**config.mk**
```make
export PLATFORM = sky130hd
export DESIGN_NAME = vga_timing_ctrl
export DESIGN_NICKNAME = d
export VERILOG_FILES = /design/src/rtl/vga_timing_ctrl.sv
export SDC_FILE = /design/constraint.sdc
export NUM_CORES = 1
export LEC_CHECK = 0
export CAP_MARGIN = 20
export CORE_ASPECT_RATIO = 1.2
export CORE_MARGIN = 8
export CORE_UTILIZATION = 47
export DETAILED_ROUTE_END_ITERATION = 12
export HOLD_SLACK_MARGIN = 0.03
export PLACE_DENSITY = 0.79
export SYNTH_ARGS = -nofsm -noshare
export SYNTH_HDL_FRONTEND = slang
export SYNTH_SLANG_ARGS = --single-unit
export TNS_END_PERCENT = 100
```
**constraint.sdc**
```tcl
create_clock -name vga_clk_i -period 2.8 [get_ports vga_clk_i]
set_input_delay 0.42 -clock vga_clk_i [delete_from_list [all_inputs] [get_ports vga_clk_i]]
set_output_delay 0.42 -clock vga_clk_i [all_outputs]
set_load 0.02 [all_outputs]
```
**src/rtl/vga_timing_ctrl.sv**
```systemverilog
// vga_timing_ctrl: 640x480@60 VGA timing source for the renderer pixel interface.
// Issues pixel coordinates one clock ahead of display. Registers sync, de and rgb
// so the renderer's single pipeline stage lines up with the DAC outputs.
// Optional build macro VGA_TIMING_CTRL_TEST_PATTERN_EN adds a test_mode_i input
// that replaces renderer data with 8 vertical colour bars.
module vga_timing_ctrl #(
  parameter int H_SYNC   = 96,
  parameter int H_BACK   = 48,
  parameter int H_ACTIVE = 640,
  parameter int H_FRONT  = 16,
  parameter int V_SYNC   = 2,
  parameter int V_BACK   = 33,
  parameter int V_ACTIVE = 480,
  parameter int V_FRONT  = 10
) (
  input  logic        vga_clk_i,
  input  logic        rst_i,
`ifdef VGA_TIMING_CTRL_TEST_PATTERN_EN
  input  logic        test_mode_i,
`endif
  input  logic [23:0] pos_data_i,
  output logic [9:0]  pos_x_o,
  output logic [9:0]  pos_y_o,
  output logic        hsync_o,
  output logic        vsync_o,
  output logic        de_o,
  output logic [23:0] rgb_o,
  output logic        frame_start_o,
  output logic [7:0]  frame_cnt_o
);

  localparam int H_TOTAL = H_SYNC + H_BACK + H_ACTIVE + H_FRONT;
  localparam int V_TOTAL = V_SYNC + V_BACK + V_ACTIVE + V_FRONT;
  localparam int HA0     = H_SYNC + H_BACK;
  localparam int VA0     = V_SYNC + V_BACK;

  localparam logic [9:0] H_LAST   = 10'(H_TOTAL - 1);
  localparam logic [9:0] V_LAST   = 10'(V_TOTAL - 1);
  localparam logic [9:0] HA0_C    = 10'(HA0);
  localparam logic [9:0] HA_END_C = 10'(HA0 + H_ACTIVE);
  localparam logic [9:0] VA0_C    = 10'(VA0);
  localparam logic [9:0] VA_END_C = 10'(VA0 + V_ACTIVE);
  // Request window leads the display window by one clock (renderer stage).
  localparam logic [9:0] REQ_LO   = 10'(HA0 - 1);
  localparam logic [9:0] REQ_HI   = 10'(HA0 + H_ACTIVE - 2);
  localparam logic [9:0] HS_C     = 10'(H_SYNC);
  localparam logic [9:0] VS_C     = 10'(V_SYNC);

  logic [9:0]  h_cnt_q, h_cnt_d;
  logic [9:0]  v_cnt_q, v_cnt_d;
  logic        h_disp, v_disp, req;
  logic        frame_top;
  logic [23:0] pix_d;
  logic [23:0] rgb_d;

  // Next-state for the line and frame counters; v advances only on h wrap.
  always_comb begin
    h_cnt_d = h_cnt_q + 10'd1;
    v_cnt_d = v_cnt_q;
    if (h_cnt_q == H_LAST) begin
      h_cnt_d = '0;
      v_cnt_d = (v_cnt_q == V_LAST) ? '0 : v_cnt_q + 10'd1;
    end
  end

  // Counter registers.
  always_ff @(posedge vga_clk_i or posedge rst_i) begin
    if (rst_i) begin
      h_cnt_q <= '0;
      v_cnt_q <= '0;
    end else begin
      h_cnt_q <= h_cnt_d;
      v_cnt_q <= v_cnt_d;
    end
  end

  // Display windows and the combinational coordinate request.
  always_comb begin
    h_disp    = (h_cnt_q >= HA0_C) && (h_cnt_q < HA_END_C);
    v_disp    = (v_cnt_q >= VA0_C) && (v_cnt_q < VA_END_C);
    req       = v_disp && (h_cnt_q >= REQ_LO) && (h_cnt_q <= REQ_HI);
    pos_x_o   = req ? (h_cnt_q - REQ_LO) : '0;
    pos_y_o   = v_disp ? (v_cnt_q - VA0_C) : '0;
    frame_top = (h_cnt_q == '0) && (v_cnt_q == '0);
  end

`ifdef VGA_TIMING_CTRL_TEST_PATTERN_EN
  logic [9:0]  col_w;
  logic [2:0]  bar_w;
  logic [23:0] bar_rgb;

  // Colour bar lookup, 80-pixel bars across the displayed column.
  always_comb begin
    col_w = h_cnt_q - HA0_C;
    bar_w = 3'(col_w / 10'd80);
    case (bar_w)
      3'd0:    bar_rgb = 24'hFFFFFF;
      3'd1:    bar_rgb = 24'hFFFF00;
      3'd2:    bar_rgb = 24'h00FFFF;
      3'd3:    bar_rgb = 24'h00FF00;
      3'd4:    bar_rgb = 24'hFF00FF;
      3'd5:    bar_rgb = 24'hFF0000;
      3'd6:    bar_rgb = 24'h0000FF;
      default: bar_rgb = 24'h000000;
    endcase
    pix_d = test_mode_i ? bar_rgb : pos_data_i;
  end
`else
  // Pixel source is always the renderer.
  always_comb pix_d = pos_data_i;
`endif

  // Blank rgb outside the visible area regardless of renderer data.
  always_comb rgb_d = (h_disp && v_disp) ? pix_d : '0;

  // Registered DAC outputs and frame markers, all one stage behind the counters.
  always_ff @(posedge vga_clk_i or posedge rst_i) begin
    if (rst_i) begin
      hsync_o       <= 1'b1;
      vsync_o       <= 1'b1;
      de_o          <= 1'b0;
      rgb_o         <= '0;
      frame_start_o <= 1'b0;
      frame_cnt_o   <= '0;
    end else begin
      hsync_o       <= (h_cnt_q >= HS_C);
      vsync_o       <= (v_cnt_q >= VS_C);
      de_o          <= h_disp && v_disp;
      rgb_o         <= rgb_d;
      frame_start_o <= frame_top;
      if (frame_top) frame_cnt_o <= frame_cnt_o + 8'd1;
    end
  end

endmodule

```
==> metrics.txt, run 1 <==
I/O pins=82; Async S/R FF share, synth=100%; Synth Flop Type=dfrtp_1; Synth cell types=45; Worst Setup End Kind=output port; Critical Path AT=2.23 ns; final WL=6.79 mm; Residual DRC=0; Final WS setup=0.146 ns; Fmax achieved=377 MHz; crit path to=pos_y_o[1]; CTS tree=yes; FP Rows=30; FF-to-FF Start=h_cnt_q[7]$_DFF_PP0_; GRT Util Overall=16.0%; Compound-Gate Fraction of Synth Area=7.57%; chip height=99.9 um; global-route wire length before repair=10.9 mm; Tot Pwr=0.00130 W; final-report max-slew violation count=0; Synth warnings=0; syn_area_per_cell=10.3 um^2; vias in the first global route=2219; Max Cap Violations=0; sequential share of the synthesized area=50.9%; R2R Path End=frame_cnt_o[1]$_DFFE_PP0P_; Reg2Reg Setup Slack=0.69 ns; CTS H-tree depth=2; Routed WL per cell=15.4 um; Root Buffer=clkbuf_8; Area Growth Syn to Fin=39.6%; RSZ-0062 raised after global routing=false; Synth Area in XOR/XNOR=7.94%; skew final=0.00859 ns; cells taking the most area after synthesis=dfrtp_1 (49%), and2_1 (6.3%), xnor2_1 (4.8%); # clock sinks=56; Fill cells=467; Slew @ Worst Pin=0.538 ns; Leak=1.87 nW; multi-input logic area=1250 um^2; global route overflow=0; crit path launch=v_cnt_q[0]$_DFFE_PP0P_; Die ar.=8590 um^2; cts hold-fix bufs=0; worst slack, placed=0.0314 ns; Simple-Gate Fraction of Synth Area=25.7%; R2R depth=4; Worst-Skew Late Latency=0.30 ns; initial DRC count=104; gpl congestion=0.904; endpoints failing hold=0; Critical Path Start Type=flip-flop; synthesized cell area=2760 um^2; Clock Path Buffers=2; DR pass1 iterations=4; syn_nets=299; NumNets Final=392; Final setup viols=0; # port buffers=81; share of the synthesized area in the top cell type=49.0%; chip width=85.9 um; TNS Setup=0 ns; final hold slack=0.471 ns; adder-cell area share of the yosys netlist=2.72%; number of synthesized flops with an enable pin=0; Worst Path Required=2.38 ns; DR vias/cell=5.15; antenna violations before repair=0; largest net degree at the start of global routing=34; cell taking the most area after synthesis=dfrtp_1; mux cell area share after synthesis=1.13%; core area=5670 um^2; share of post-route cells with drive strength above 1=12.7%; Rel. slew slack=63.9%; worst-path fanout max=6; power per cell area=337 nW/um^2; status=completed; Initial Util=48.7%; Hold Path Class=flip-flop to flip-flop; number of antenna diodes=0; synthesized instance count=267; CTS Buf Count=5; Final HPWL DP=5.22 mm; end-of-flow core utilization=67.9%; register area=1400 um^2; routed via count=2271; largest family of logic cells by synthesized area=simple AND/OR/NAND/NOR gates; Antenna Violating Nets Remaining=0; flops & latches, synth=56; Max IR drop VDD=0.292 mV; clk slew on worst S/H paths=0.10 ns; Final Critical Period=2.65 ns; type of the worst setup path=flip-flop to output port; fin crit share=94.8%
worst max-delay path: stages, from the launching register on:
cell and delay, ns:
dfrtp_1 0.40, ha_1 0.31, o41ai_4 0.25, a21oi_1 0.13
buf_4 0.16, nor2_2 0.14, buf_4 0.17, nor2b_1 0.05
dlygate4sd2_1 0.32
placed cells by master, fill, tap and decap left out, types with 3 or more instances in the layout:
master,Yosys,routed
clkbuf_8,0,5
nor2b_1,5,5
nand2_1,14,14
nor2_1,27,26
clkdlybuf4s50_1,0,62
nor3_1,7,7
nand3_1,13,13
and2_1,28,28
nand4_1,11,11
xor2_1,10,10
ha_1,6,6
dlygate4sd2_1,0,16
buf_4,0,22
o21ai_0,5,5
or3_1,3,3
nor4_1,5,4
xnor2_1,15,15
inv_1,8,7
dfrtp_1,54,54
through the flow:
stage | std cells | instance area, um^2
floorplan | 267 | 2760
global placement | 432 | 3760
detailed placement | 432 | 3760
CTS | 441 | 3840
global route | 441 | 3850
finish | 441 | 3850
synthesized netlist by cell type (2+ instances only):
cell type and instances:
dfstp_2 2, nor4bb_1 2, buf_2 5, and4_1 2, nor3_1 7, dfrtp_1 54
mux2i_1 2, and2_1 28, o21ai_0 5, o211ai_1 2, nand4_1 11, a31oi_1 2
clkbuf_1 11, xor2_1 10, nor2b_1 5, o31ai_1 2, nand2_1 14, nor2_1 27
a21oi_1 2, or3_1 3, a22oi_1 2, inv_1 8, a2111o_1 2, nor4_1 5
ha_1 6, nand3_1 13, xnor2_1 15, and3_1 3
flip-flops by register name, summed over array words and instances, names as in the netlist:
signal / count
de_o: 1
rgb_o: 24
vsync_o: 1
frame_start_o: 1
hsync_o: 1
v_cnt_q: 10
h_cnt_q: 10
frame_cnt_o: 8
worst min-delay path by stage:
stage / start / endpoint / slack, ns / cells past startpoint
floorplan: h_cnt_q[0]$_DFF_PP0_ / h_cnt_q[0]$_DFF_PP0_ / 0.49 / 1
global placement: frame_cnt_o[7]$_DFFE_PP0P_ / frame_cnt_o[7]$_DFFE_PP0P_ / 0.46 / 1
detailed placement: frame_cnt_o[7]$_DFFE_PP0P_ / frame_cnt_o[7]$_DFFE_PP0P_ / 0.46 / 1
CTS: rst_i / rgb_o[7]$_DFF_PP0_ / 0.48 / 2
global route: frame_cnt_o[7]$_DFFE_PP0P_ / frame_cnt_o[7]$_DFFE_PP0P_ / 0.51 / 1
finish: frame_cnt_o[7]$_DFFE_PP0P_ / frame_cnt_o[7]$_DFFE_PP0P_ / 0.47 / 1
power breakdown:
part	switching, W	internal (W)
sequential	0	0.000808
combinational	0.0000190	0.0000329
clock	0.000260	0.000179
total	0.000279	0.00102
per-layer routing:
metal / wire length (um) / GRT usage [%] / vias to the layer above / part of all wire (%)
met5: 0 / 0 / - / 0
met4: 99 / 5.68 / 0 / 1.5
met3: 289 / 2.53 / 7 / 4.3
met2: 3780 / 30.0 / 55 / 56
met1: 2630 / 17.6 / 1116 / 39
li1: - / - / 1093 / -
final cells by class:
class	count	area share (%)
flip-flops and latches	56	36.5
multi-input cells	185	32.5
repair buffers	104	25.3
well taps	80	2.60
clock buffers	6	1.88
inverters	8	0.780
clock inverters	2	0.422
cells by family after synthesis:
family,Yosys count
simple gates,126
buf+inv,26
compound gates,25
fa+ha+maj,6
mux,3
xor+xnor,25
flops,56
what timing repair did:
action                                  CTS  global route
gates resized for setup                  17             7
gates cloned                              0             0
buffers inserted                          1             0
pin swaps                                 1             0
endpoints found under the setup margin   17            17
Note: power is estimated with default switching activity, not from simulation.
==> inputs of run 2 (changes only) <==
--- a/config.mk
+++ b/config.mk
@@ -6,9 +6,11 @@
 export NUM_CORES = 1
 export LEC_CHECK = 0
 export CAP_MARGIN = 20
+export CELL_PAD_IN_SITES_DETAIL_PLACEMENT = 0
+export CELL_PAD_IN_SITES_GLOBAL_PLACEMENT = 1
 export CORE_ASPECT_RATIO = 1.2
 export CORE_MARGIN = 8
-export CORE_UTILIZATION = 47
+export CORE_UTILIZATION = 36
 export DETAILED_ROUTE_END_ITERATION = 12
 export HOLD_SLACK_MARGIN = 0.03
 export PLACE_DENSITY = 0.79
==> metrics.txt, run 2 (synthesis results as in run 1) <==
power per cell area=338 nW/um^2 (+0.37%); Clock Path Buffers=2 (unchanged); Max Cap Violations=0 (unchanged); hold path cells=1 (unchanged); FP Rows=35 (+17%); R2R depth=7 (+3); CTS H-tree depth=2 (unchanged); share of post-route cells with drive strength above 1=11.5% (-1.2 points); most common cell after layout, fill and taps aside=clkdlybuf4s50_1; R2R Path End=frame_cnt_o[1]$_DFFE_PP0P_; worst slack, placed=0.0192 ns (-0.0122 ns); max incr delay on CP=0.64 ns (+0.24 ns); worst-path fanout max=5 (-1); Critical Path AT=2.29 ns (+0.06 ns); clk slew on worst S/H paths=0.10 ns (about the same); placed instance area=3730 um^2 (-0.93%); vias in the first global route=2187 (-1.4%); Antenna Violating Nets Remaining=0 (unchanged); number of antenna diodes=0 (unchanged); Tot Pwr=0.00130 W (+0.47%); type of the worst setup path=flip-flop to output port; largest registers=rgb_o: 24 flops, h_cnt_q: 10 flops, v_cnt_q: 10 flops; Worst Hold End=frame_cnt_o[7]$_DFFE_PP0P_; Max IR drop VDD=0.166 mV (-43%); routed via count=2212 (-2.6%); Fill cells=712 (+52%); Worst Min Path Start=frame_cnt_o[7]$_DFFE_PP0P_; status=completed; Finished Cell Area=3850 um^2 (about the same); final WL=7.08 mm (+4.2%); Worst Path Required=2.38 ns (about the same); Residual DRC=0 (unchanged); end-of-flow core utilization=50.9% (-17 points); critical path buffer and inverter count=1 (-2); final-report max-slew violation count=0 (unchanged); core area=7580 um^2 (+34%); Root Buffer=clkbuf_8; DR vias/cell=4.94 (-4.1%); CTS tree=yes; GRT Util Overall=13.3% (-2.7 points); Worst path slowest cell=clkdlybuf4s50_1; chip width=95.9 um (+12%); RSZ-0062 raised after global routing=false; global-route wire length before repair=11.3 mm (+3.5%); largest net degree at the start of global routing=57 (+68%); global route overflow=0 (unchanged); # port buffers=81 (unchanged); Final HPWL DP=5.34 mm (+2.1%); Critical Path Start Type=flip-flop; Rel. slew slack=52.9% (-11 points); endpoints failing hold=0 (unchanged); Routed WL per cell=15.8 um (+2.6%); cts hold-fix bufs=0 (unchanged); Hold Path Class=flip-flop to flip-flop; TNS Setup=0 ns (unchanged); CP top delay family=buffers and inverters; commonest cells after routing, fill and taps aside=clkdlybuf4s50_1 (62), dfrtp_1 (54), and2_1 (28), nor2_1 (26), buf_4 (18); Fmax achieved=369 MHz (-2.1%); NumNets Final=387 (-1.3%); initial DRC count=70 (-33%); Slew @ Worst Pin=0.707 ns (+0.169 ns); chip height=112 um (+12%); fin crit share=96.8% (+2.0 points); Final Critical Period=2.71 ns (+0.0559 ns); Leak=1.92 nW (+2.6%); I/O pins=82 (unchanged); max reg flops=24 (unchanged); Reg2Reg Setup Slack=0.66 ns (-0.03 ns); CP Cell Sequence=ha_1 > nor4_2 > and3_2 > o21bai_1 > clkdlybuf4s50_1; # clock sinks=56 (unchanged); skew final=0.00903 ns (+0.000446 ns); antenna violations before repair=0 (unchanged); gpl congestion=0.838 (-7.3%); Worst-Skew Late Latency=0.31 ns (about the same); Area Growth Syn to Fin=39.7% (about the same); Final WS setup=0.0898 ns (-0.0559 ns); DR pass1 iterations=4 (unchanged); Die ar.=10700 um^2 (+25%); Final setup viols=0 (unchanged); Worst Setup End Kind=output port; Initial Util=36.4% (-12 points); FF-to-FF Start=v_cnt_q[0]$_DFFE_PP0P_; CTS Buf Count=5 (unchanged); Top reg by flops=rgb_o
==> run 2: changes by cell type in the layout (fill, tap and decap cells not counted), sizes merged <==
cell,change
dlygate4sd2,-8
dlymetal6s2s,+6
buf,-5
clkdlybuf4s15,+3
clkbuf,-1
==> run 2: worst register-to-register path, stage by stage (launching register included) <==
cell and delay [ns]:
dfrtp_1 0.40, buf_4 0.15, inv_1 0.11, ha_1 0.18
nor4bb_1 0.21, nand3_1 0.30, nor2_1 0.32, mux2_2 0.37
==> run 2: what timing repair did <==
action,4_1_cts,5_1_grt
setup buffers,1,0
pin swaps,1,1
resized for setup,16,11
setup endpoints to repair,18,11
==> run 2: cell type report <==
| cell class | count | area, um^2 | share of cell area, % |
|---|---|---|---|
| Sequential cell | 56 | 1400 | 36.4 |
| Inverter | 8 | 30.0 | 0.779 |
| Clock inverter | 2 | 16.3 | 0.422 |
| Multi-Input combinational cell | 185 | 1260 | 32.7 |
| Clock buffer | 6 | 72.6 | 1.88 |
| Timing Repair Buffer | 99 | 956 | 24.8 |
| Tap cell | 92 | 115 | 2.99 |
==> run 2: routing by layer <==
layer / track usage [%] / vias up / wire length [um] / part of all wire [%]
met5: 0 / - / 0 / 0
met4: 4.01 / 0 / 87 / 1.2
met3: 2.02 / 7 / 201 / 2.8
met2: 24.4 / 39 / 3890 / 55
met1: 15.2 / 1085 / 2900 / 41
li1: - / 1081 / - / -
==> run 2: per-stage QoR <==
| step | instances | hold slack [ns] |
|---|---|---|
| after floorplan | 267 | 0.488 |
| after global placement | 439 | 0.458 |
| after detailed placement | 439 | 0.467 |
| after CTS | 448 | 0.482 |
| after global routing | 448 | 0.495 |
| final | 448 | 0.479 |
==> run 2: power by group <==
group           total, W  switching, W  internal, W  leakage (nW)
clock network   0.000446      0.000267     0.000179        0.0414
logic          0.0000501     0.0000190    0.0000311          1.12
registers       0.000808             0     0.000808         0.756
==> run 2: how the worst max path moves through the flow <==
stage,start,endpoint,slack (ns),depth (start not counted)
6_report,v_cnt_q[0]$_DFFE_PP0P_,pos_y_o[8],0.09,5
5_1_grt,v_cnt_q[0]$_DFFE_PP0P_,pos_x_o[1],0.0008,7
4_1_cts,v_cnt_q[0]$_DFFE_PP0P_,pos_y_o[1],0.004,6
3_5_place_dp,v_cnt_q[0]$_DFFE_PP0P_,pos_x_o[3],0.02,6
3_3_place_gp,v_cnt_q[0]$_DFFE_PP0P_,pos_x_o[6],0.13,6
2_1_floorplan,h_cnt_q[6]$_DFF_PP0_,pos_x_o[9],0.49,5
